## src/rtl/mmc1_sync.sv

```systemverilog
// MMC1-style mapper with all CPU-side inputs resynchronised into the SYS_CLK domain.
// Define MMC1_SUROM_EN to widen PRG_A by one bit, driven from CHR bank bit 4 (SUROM 512K PRG).
module mmc1_sync #(
  parameter int PRG_AW = 4,
  parameter int CHR_AW = 5
) (
  input  logic              SYS_CLK,
  input  logic              SYS_RST,
  input  logic              CPU_M2,
  input  logic              nCPU_ROMSEL,
  input  logic              nCPU_RW,
  input  logic              CPU_A13,
  input  logic              CPU_A14,
  input  logic              CPU_D0,
  input  logic              CPU_D7,
  input  logic              PPU_A10,
  input  logic              PPU_A11,
  input  logic              PPU_A12,
  output logic              CIRAM_A10,
`ifdef MMC1_SUROM_EN
  output logic [PRG_AW:0]   PRG_A,
`else
  output logic [PRG_AW-1:0] PRG_A,
`endif
  output logic [CHR_AW-1:0] CHR_A,
  output logic              nPRG_CE,
  output logic              nWRAM_CE
);

  localparam int S_D0 = 0, S_D7 = 1, S_A13 = 2, S_A14 = 3, S_RW = 4, S_ROMSEL = 5, S_M2 = 6;
  localparam int C_RW = 0, C_ROMSEL = 1, C_D7 = 2, C_D0 = 3, C_A13 = 4, C_A14 = 5;

  logic [6:0] sync1_q, sync1_d, sync2_q, sync2_d;
  logic [5:0] cap_q, cap_d;
  logic       m2_prev_q, m2_prev_d;
  logic       wr_prev_q, wr_prev_d;
  logic [4:0] shift_q, shift_d;
  logic [2:0] cnt_q, cnt_d;
  logic [4:0] ctrl_q, ctrl_d;
  logic [4:0] chr0_q, chr0_d;
  logic [4:0] chr1_q, chr1_d;
  logic [4:0] prg_q, prg_d;

  logic       m2_fall;
  logic       wr_event;
  logic       wr_accept;
  logic [4:0] commit_val;

  assign m2_fall    = m2_prev_q & ~sync2_q[S_M2];
  assign wr_event   = m2_fall & ~cap_q[C_ROMSEL] & ~cap_q[C_RW];
  assign wr_accept  = wr_event & ~wr_prev_q;
  assign commit_val = {cap_q[C_D0], shift_q[4:1]};

  always_comb begin
    sync1_d   = {CPU_M2, nCPU_ROMSEL, nCPU_RW, CPU_A14, CPU_A13, CPU_D7, CPU_D0};
    sync2_d   = sync1_q;
    m2_prev_d = sync2_q[S_M2];
    cap_d     = cap_q;
    wr_prev_d = wr_prev_q;
    shift_d   = shift_q;
    cnt_d     = cnt_q;
    ctrl_d    = ctrl_q;
    chr0_d    = chr0_q;
    chr1_d    = chr1_q;
    prg_d     = prg_q;

    if (sync2_q[S_M2]) begin
      cap_d = {sync2_q[S_A14], sync2_q[S_A13], sync2_q[S_D0], sync2_q[S_D7],
               sync2_q[S_ROMSEL], sync2_q[S_RW]};
    end

    // The filter flag tracks every fall, so a discarded write still keeps it set.
    if (m2_fall) begin
      wr_prev_d = wr_event;
    end

    if (wr_accept) begin
      if (cap_q[C_D7]) begin
        shift_d     = 5'd0;
        cnt_d       = 3'd0;
        ctrl_d[3:2] = 2'b11;
      end else if (cnt_q == 3'd4) begin
        shift_d = 5'd0;
        cnt_d   = 3'd0;
        unique case ({cap_q[C_A14], cap_q[C_A13]})
          2'b00:   ctrl_d = commit_val;
          2'b01:   chr0_d = commit_val;
          2'b10:   chr1_d = commit_val;
          default: prg_d  = commit_val;
        endcase
      end else begin
        shift_d = {cap_q[C_D0], shift_q[4:1]};
        cnt_d   = cnt_q + 3'd1;
      end
    end
  end

  always_ff @(posedge SYS_CLK) begin
    if (SYS_RST) begin
      sync1_q   <= 7'd0;
      sync2_q   <= 7'd0;
      m2_prev_q <= 1'b0;
      cap_q     <= 6'd0;
      wr_prev_q <= 1'b0;
      shift_q   <= 5'd0;
      cnt_q     <= 3'd0;
      ctrl_q    <= 5'b01100;
      chr0_q    <= 5'd0;
      chr1_q    <= 5'd0;
      prg_q     <= 5'd0;
    end else begin
      sync1_q   <= sync1_d;
      sync2_q   <= sync2_d;
      m2_prev_q <= m2_prev_d;
      cap_q     <= cap_d;
      wr_prev_q <= wr_prev_d;
      shift_q   <= shift_d;
      cnt_q     <= cnt_d;
      ctrl_q    <= ctrl_d;
      chr0_q    <= chr0_d;
      chr1_q    <= chr1_d;
      prg_q     <= prg_d;
    end
  end

  logic [PRG_AW-1:0] prg_lo;
  logic [CHR_AW-1:0] chr_lo;

  always_comb begin
    unique case (ctrl_q[1:0])
      2'b00:   CIRAM_A10 = 1'b0;
      2'b01:   CIRAM_A10 = 1'b1;
      2'b10:   CIRAM_A10 = PPU_A10;
      default: CIRAM_A10 = PPU_A11;
    endcase

    // Overwriting bit 0 keeps the 32K mode valid for any PRG_AW, including 1.
    prg_lo = prg_q[PRG_AW-1:0];
    unique case (ctrl_q[3:2])
      2'b10:   prg_lo = CPU_A14 ? prg_q[PRG_AW-1:0] : '0;
      2'b11:   prg_lo = CPU_A14 ? '1 : prg_q[PRG_AW-1:0];
      default: prg_lo[0] = CPU_A14;
    endcase

    chr_lo = chr0_q[CHR_AW-1:0];
    if (ctrl_q[4]) begin
      chr_lo = PPU_A12 ? chr1_q[CHR_AW-1:0] : chr0_q[CHR_AW-1:0];
    end else begin
      chr_lo[0] = PPU_A12;
    end
  end

`ifdef MMC1_SUROM_EN
  logic surom_msb;
  assign surom_msb = (ctrl_q[4] & PPU_A12) ? chr1_q[4] : chr0_q[4];
  assign PRG_A     = {surom_msb, prg_lo};
`else
  assign PRG_A     = prg_lo;
`endif

  assign CHR_A    = chr_lo;
  assign nPRG_CE  = nCPU_ROMSEL | ~nCPU_RW;
  assign nWRAM_CE = ~(nCPU_ROMSEL & CPU_M2 & CPU_A14 & CPU_A13 & ~prg_q[4]);

endmodule
```

## config.mk

```make
export PLATFORM = sky130hd
export DESIGN_NAME = mmc1_sync
export DESIGN_NICKNAME = d
export VERILOG_FILES = /design/src/rtl/mmc1_sync.sv
export SDC_FILE = /design/constraint.sdc
export NUM_CORES = 1
export LEC_CHECK = 0
export ABC_AREA = 1
export BUFFER_PORTS_ARGS = -buffer_cell sky130_fd_sc_hd__clkbuf_2
export CORE_ASPECT_RATIO = 0.8
export CORE_UTILIZATION = 45
export CTS_CLUSTER_DIAMETER = 100
export CTS_CLUSTER_SIZE = 24
export DETAILED_ROUTE_END_ITERATION = 16
export SLEW_MARGIN = 5
export SYNTH_ARGS = -nofsm -noshare
export SYNTH_HDL_FRONTEND = slang
export SYNTH_SLANG_ARGS = --single-unit
```

## constraint.sdc

```tcl
create_clock -name SYS_CLK -period 3.3 [get_ports SYS_CLK]
set_input_delay 0.33 -clock SYS_CLK [delete_from_list [all_inputs] [get_ports SYS_CLK]]
set_output_delay 0.33 -clock SYS_CLK [all_outputs]
set_load 0.05 [all_outputs]
```

==> results of run 1 <==
sequential cells by signal, indices dropped and copies added (netlist names):
name,cells
prg_q,5
ctrl_q,5
wr_prev_q,1
sync1_q,7
sync2_q,7
cnt_q,3
chr0_q,5
shift_q,4
cap_q,6
m2_prev_q,1
chr1_q,5
power groups by stage:
stage          Clock (mW)  Sequential [mW]  Combinational [mW]
2_1_floorplan           0            0.625              0.0635
3_3_place_gp            0            0.626              0.0826
3_5_place_dp            0            0.626              0.0837
4_1_cts             0.382            0.612              0.0839
5_1_grt             0.409            0.614              0.0934
6_report            0.372            0.612              0.0831
cell usage after synthesis:
| master | number |
|---|---|
| clkinv_1 | 1 |
| inv_1 | 32 |
| buf_6 | 1 |
| buf_2 | 2 |
| nand4_4 | 1 |
| nor2_4 | 5 |
| ha_1 | 2 |
| o21bai_1 | 2 |
| nand2_2 | 1 |
| nor2_8 | 1 |
| nand3_4 | 1 |
| buf_1 | 1 |
| a21oi_1 | 10 |
| nor3_1 | 1 |
| nor3_4 | 3 |
| nand2_1 | 52 |
| o21ai_0 | 16 |
| clkbuf_1 | 3 |
| mux2_2 | 4 |
| nand3_1 | 22 |
| inv_2 | 5 |
| dfxtp_1 | 49 |
| nor2_1 | 61 |
layout make-up:
cell class,count,area [sq um]
flip-flops and latches,49,981
clock buffers,6,82.6
multi-input cells,182,925
repair buffers,23,115
fillers,411,1980
inverters,38,143
well taps,57,71.3
clock inverters,2,13.8
cells in the final DEF (no fill, tap or decap):
master / Yosys / final
nor2_1: 61 / 61
nand2_1: 52 / 52
dfxtp_1: 49 / 49
inv_1: 32 / 32
clkbuf_2: 0 / 23
nand3_1: 22 / 22
o21ai_0: 16 / 16
a21oi_1: 10 / 10
clkbuf_8: 0 / 6
inv_2: 5 / 5
nor2_4: 5 / 5
mux2_2: 4 / 4
nor3_4: 3 / 3
o21bai_1: 2 / 2
ha_1: 2 / 2
nor3_1: 1 / 1
nand2_2: 1 / 1
nand4_4: 1 / 1
nand3_4: 1 / 1
nor2_8: 1 / 1
clkinv_1: 1 / 1
clkinv_2: 0 / 1
clkinv_4: 0 / 1
layer usage:
layer / vias up / share of wire [%] / wire length [um] / GRT usage, %
met4: 0 / 2.0 / 78 / 9.03
met2: 35 / 39 / 1520 / 27.6
met3: 7 / 5.0 / 192 / 4.38
li1: 903 / - / - / -
met5: - / 0 / 0 / 0
met1: 724 / 53 / 2060 / 24.7
how the worst max path moves through the flow:
stage | startpoint | endpoint | slack, ps | cells past startpoint
6_report | ctrl_q[4] | CHR_A[3] | 1530 | 3
5_1_grt | ctrl_q[4] | CHR_A[3] | 1460 | 3
4_1_cts | ctrl_q[4] | CHR_A[3] | 1520 | 3
3_5_place_dp | SYS_RST | cnt_q[0] | 1390 | 4
3_3_place_gp | SYS_RST | cnt_q[0] | 1430 | 4
2_1_floorplan | cnt_q[0] | ctrl_q[2] | 2000 | 9
worst max-delay path: cells and delay by family (launching register included):
family        cells  cell delay [ps]
flops             1              330
buf+inv           1              230
simple gates      1              200
mux               1              370
logic make-up after synthesis:
logic type / after synthesis
and+or+nand+nor: 148
DFF: 49
buffers and inverters: 45
AOI/OAI and AO/OA: 28
muxes: 4
adders and majority gates: 2
through the flow:
step           cell area [sq um]  worst slack [ps]  util, %  std cells
3_3_place_gp                2230              1430     51.9        349
2_1_floorplan               2080              2000        -        276
6_report                    2330              1530     54.1        357
4_1_cts                     2330              1520     54.1        357
3_5_place_dp                2230              1390     51.9        349
5_1_grt                     2330              1460     54.1        357
==> impl_metrics.json, run 1 <==
{
  "status": "finished, final reports clean",
  "power.static_leakage_nw": 1.05,
  "hold_class": "input pin to flip-flop",
  "synth.area.mux_share_pct": 2.16,
  "ys_top_cells_by_area": "dfxtp_1, nor2_1, nand2_1, inv_1, nand3_1",
  "hpwl_um": 2820,
  "area_growth_pct": 11.8,
  "synth_area_sq_um": 2080,
  "synth_top_area_share_pct": 47.1,
  "grt_use_total_pct": 18.4,
  "synth_warnings": 0,
  "start_util_pct": 48.4,
  "crit_path_start_kind": "flip-flop",
  "core-area_sq_um": 4310,
  "report.final.slew_viol_count": 0,
  "vias": 1669,
  "dieArea_sq_um": 4910,
  "cts-root-buf": "clkbuf_8",
  "place.gp.congestion": 0.800,
  "worst_pin_slew_ps": 702,
  "reg2reg_to": "ctrl_q[3]",
  "p_switching_uw": 269,
  "die_y_um": 62.9,
  "finClkSkew_ps": 7.14,
  "setup_tns_ps": 0,
  "slowest_stage": "mux2_2",
  "reg2reg_depth": 9,
  "timing.fmax_mhz": 566,
  "drc_errors": 0,
  "synth_cell_types": 23,
  "cts_hold_buffers": 0,
  "clk_pin_slew_ps": 90,
  "finalNetCount": 313,
  "required_ps": 2970,
  "syn_avg_cell_area_sq_um": 7.55,
  "via_per_inst": 4.68,
  "finalCriticalPeriod_ps": 1770,
  "yosys.area.top_type": "dfxtp_1",
  "ctsResizeCount": 0,
  "worstReg2RegStart": "cnt_q[0]",
  "path_max_fanout": 5,
  "grt_pass1_wl_um": 6980,
  "p_sw_share_pct": 25.2,
  "ys_seq_elements": 49,
  "critPathKind": "flip-flop to output pin",
  "cts_tree": "yes",
  "yosysSeqAreaShare_pct": 47.1,
  "io_pins": 24,
  "clockPowerShare_pct": 34.8,
  "cpPeakStageDelay_ps": 370,
  "hold_end": "sync1_q[0]",
  "synth-compound-area-share_pct": 6.96,
  "total_power_mw": 1.07,
  "hold_violations": 0,
  "rsz0062_at_grt": "no",
  "grt_max_degree": 29,
  "portBuffers": 23,
  "grt_overflow": 0,
  "path_cells": "nand2_1, mux2_2, clkbuf_2",
  "worstPathArrival_ps": 1440,
  "row_count": 21,
  "timing.slew.headroom_pct": 52.9,
  "drv_cap": 0,
  "wl_per_cell_um": 10.8,
  "powerDensity_nw_per_um2": 458,
  "drtIter0Drc": 86,
  "synth_nets": 290,
  "synthSimpleGateAreaFrac_pct": 34.0,
  "cts_setup_buffers": 0,
  "ant_nets": 0,
  "synth_top_family_by_area": "simple AND/OR/NAND/NOR gates",
  "seq_power_share_pct": 57.4,
  "clock-sinks": 49,
  "ir_drop_uv": 233,
  "clk-insertion-delay-late_ps": 310,
  "worstHoldStart": "CPU_D0",
  "cts_made_buffers": 5,
  "grt_pass1_vias": 1544,
  "die_w_um": 78.1,
  "synth_fa_ha_area_share_pct": 1.20,
  "wl_um": 3850,
  "dr.pass1.iters": 4,
  "antenna_found_initial": 0,
  "post-route-period-util_pct": 53.6,
  "synthXorXnorAreaFrac_pct": 0,
  "diodes": 0,
  "rrSetupSlack_ps": 1730,
  "clockBufferDepth": 2,
  "power.share.combinational_pct": 7.8,
  "syn_inst": 276,
  "setup_violations": 0,
  "whs_ps": 211,
  "cts.htree.levels": 2,
  "internal-power_uw": 798,
  "end_kind": "output pin",
  "drive_gt1_share_pct": 17.3,
  "holdPathStages": 3
}
(Power assumes the default switching activity.)
==> inputs of run 2 (changes only) <==
clock period = 1.7 ns   (was 3.3 ns; I/O delays follow)
==> run 2 against run 1 <==
  * Clock skew hardly changed
  * Core utilization is 0.78 points higher
  * Setup slack worse by 1400 ps
  * Sequential cell count stayed put
  * Sequential power is 94% higher
  * Final cell count is 0.56% higher
  * Design area is 1.4% higher
  * Count of clock-buffer cells in the layout is 1 lower
  * Largest power group unchanged
  * Combinational power is 97% higher
  * First-iteration DRC count is 33% lower
  * Total power is 110% higher
  * Wire length is 0.60% lower
==> impl_metrics.json, run 2 (synthesis gave the netlist of run 1 again) <==
{
  "design_area_sq_um": 2360,
  "rsz0062_at_grt": "no",
  "cts_tree": "yes",
  "clock-sinks": 49,
  "setup_tns_ps": 0,
  "reg.largest.list": "sync1_q x7, sync2_q x7, cap_q x6",
  "grt_use_total_pct": 18.6,
  "area_growth_pct": 13.4,
  "critPathKind": "flip-flop to output pin",
  "cts.htree.levels": 2,
  "reg2reg_depth": 9,
  "row_count": 21,
  "report.final.slew_viol_count": 0,
  "post-route-period-util_pct": 93.4,
  "wl_per_cell_um": 10.7,
  "final_common_cell": "nor2_1",
  "drtIter0Drc": 58,
  "drive_gt1_share_pct": 17.9,
  "ant_nets": 0,
  "antenna_found_initial": 0,
  "drc_errors": 0,
  "crit_path_start_kind": "flip-flop",
  "status": "finished, final reports clean",
  "setup_violations": 0,
  "path_max_fanout": 5,
  "crit_end": "CHR_A[3]",
  "slowest_stage": "mux2_2",
  "vias": 1684,
  "drv_cap": 0,
  "cts-root-buf": "clkbuf_8",
  "reg2reg_to": "ctrl_q[2]",
  "setup.worst_path.start": "ctrl_q[4]",
  "cpPeakStageDelay_ps": 360,
  "portBuffers": 23,
  "mostFrequentLayoutCells": "nor2_1, nand2_1, dfxtp_1, inv_1, clkbuf_2",
  "die_y_um": 62.9,
  "end_kind": "output pin",
  "die_w_um": 78.1,
  "place_area_sq_um": 2250,
  "start_util_pct": 48.4,
  "worstPathArrival_ps": 1420,
  "hpwl_um": 2770,
  "holdPathStages": 3,
  "finClkSkew_ps": 6.90,
  "clk-insertion-delay-late_ps": 300,
  "power.static_leakage_nw": 1.07,
  "clk_pin_slew_ps": 90,
  "grt_max_degree": 29,
  "path_cells": "nand2_1, mux2_2, clkbuf_2",
  "hold_violations": 0,
  "required_ps": 1530,
  "io_pins": 24,
  "via_per_inst": 4.69,
  "multi_input_area_sq_um": 925,
  "cts_setup_buffers": 0,
  "finalNetCount": 315,
  "powerDensity_nw_per_um2": 928,
  "dieArea_sq_um": 4910,
  "place.gp.congestion": 0.758,
  "hold_class": "input pin to flip-flop",
  "core-area_sq_um": 4310,
  "worst_pin_slew_ps": 282,
  "timing.fmax_mhz": 630,
  "worstReg2RegStart": "cnt_q[0]",
  "cts_hold_buffers": 0,
  "dr.pass1.iters": 4,
  "grt_overflow": 0,
  "timing.slew.headroom_pct": 81.1,
  "grt_pass1_vias": 1602,
  "rrSetupSlack_ps": 240,
  "wl_um": 3830,
  "seqCellArea_sq_um": 981,
  "fill_cells": 440,
  "diodes": 0,
  "grt_pass1_wl_um": 7110,
  "finalCriticalPeriod_ps": 1590,
  "clockBufferDepth": 2,
  "ir_drop_uv": 522,
  "cts_made_buffers": 5
}
[run 2: worst min path at each step]
stage | start | end | slack, ps
2_1_floorplan | CPU_D0 | sync1_q[0] | 280
3_3_place_gp | CPU_D0 | sync1_q[0] | 360
3_5_place_dp | CPU_D7 | sync1_q[1] | 370
4_1_cts | CPU_D7 | sync1_q[1] | 40
5_1_grt | CPU_D7 | sync1_q[1] | 40
6_report | CPU_D7 | sync1_q[1] | 40
[run 2: per-stage QoR]
stage / utilization [%] / setup WS, ps / hold WS [ps] / instances / total power [mW]
2_1_floorplan: - / 399 / 277 / 276 / 1.34
3_3_place_gp: 52.2 / 238 / 364 / 351 / 1.38
3_5_place_dp: 52.2 / 231 / 367 / 351 / 1.38
4_1_cts: 54.9 / 93.6 / 35.6 / 359 / 2.22
5_1_grt: 54.9 / 10.2 / 40.2 / 359 / 2.30
6_report: 54.9 / 113 / 43.7 / 359 / 2.19
[run 2: power breakdown]
| part | switching [mW] | total (mW) | internal, mW |
|---|---|---|---|
| Combinational | 0.117 | 0.164 | 0.0479 |
| Sequential | 0.0151 | 1.19 | 1.17 |
| Clock | 0.399 | 0.840 | 0.440 |
| Total | 0.531 | 2.19 | 1.66 |
[run 2: critical path: cells and delay by family, from the launching register on]
family | cells | cell delay (ps)
muxes | 1 | 360
buffers and inverters | 1 | 230
DFF | 1 | 330
and+or+nand+nor | 1 | 190
[run 2: area by class of cell]
| type | instances | area share (%) |
|---|---|---|
| multi-input cells | 182 | 39.1 |
| well taps | 57 | 3.02 |
| flip-flops and latches | 49 | 41.5 |
| clock inverters | 3 | 1.96 |
| inverters | 38 | 6.03 |
| repair buffers | 25 | 5.50 |
| clock buffers | 5 | 2.91 |
[run 2: layer usage]
| layer | part of all wire [%] | vias up | GRT usage, % |
|---|---|---|---|
| met1 | 55 | 747 | 25.3 |
| li1 | - | 905 | - |
| met3 | 3.5 | 8 | 4.38 |
| met2 | 39 | 24 | 28.0 |
| met4 | 1.8 | 0 | 8.33 |
| met5 | 0 | - | 0 |
[run 2: timing repair]
item,4_1_cts,5_1_grt
endpoints found under the hold margin,0,0
resized for setup,0,1
endpoints found under the setup margin,0,2
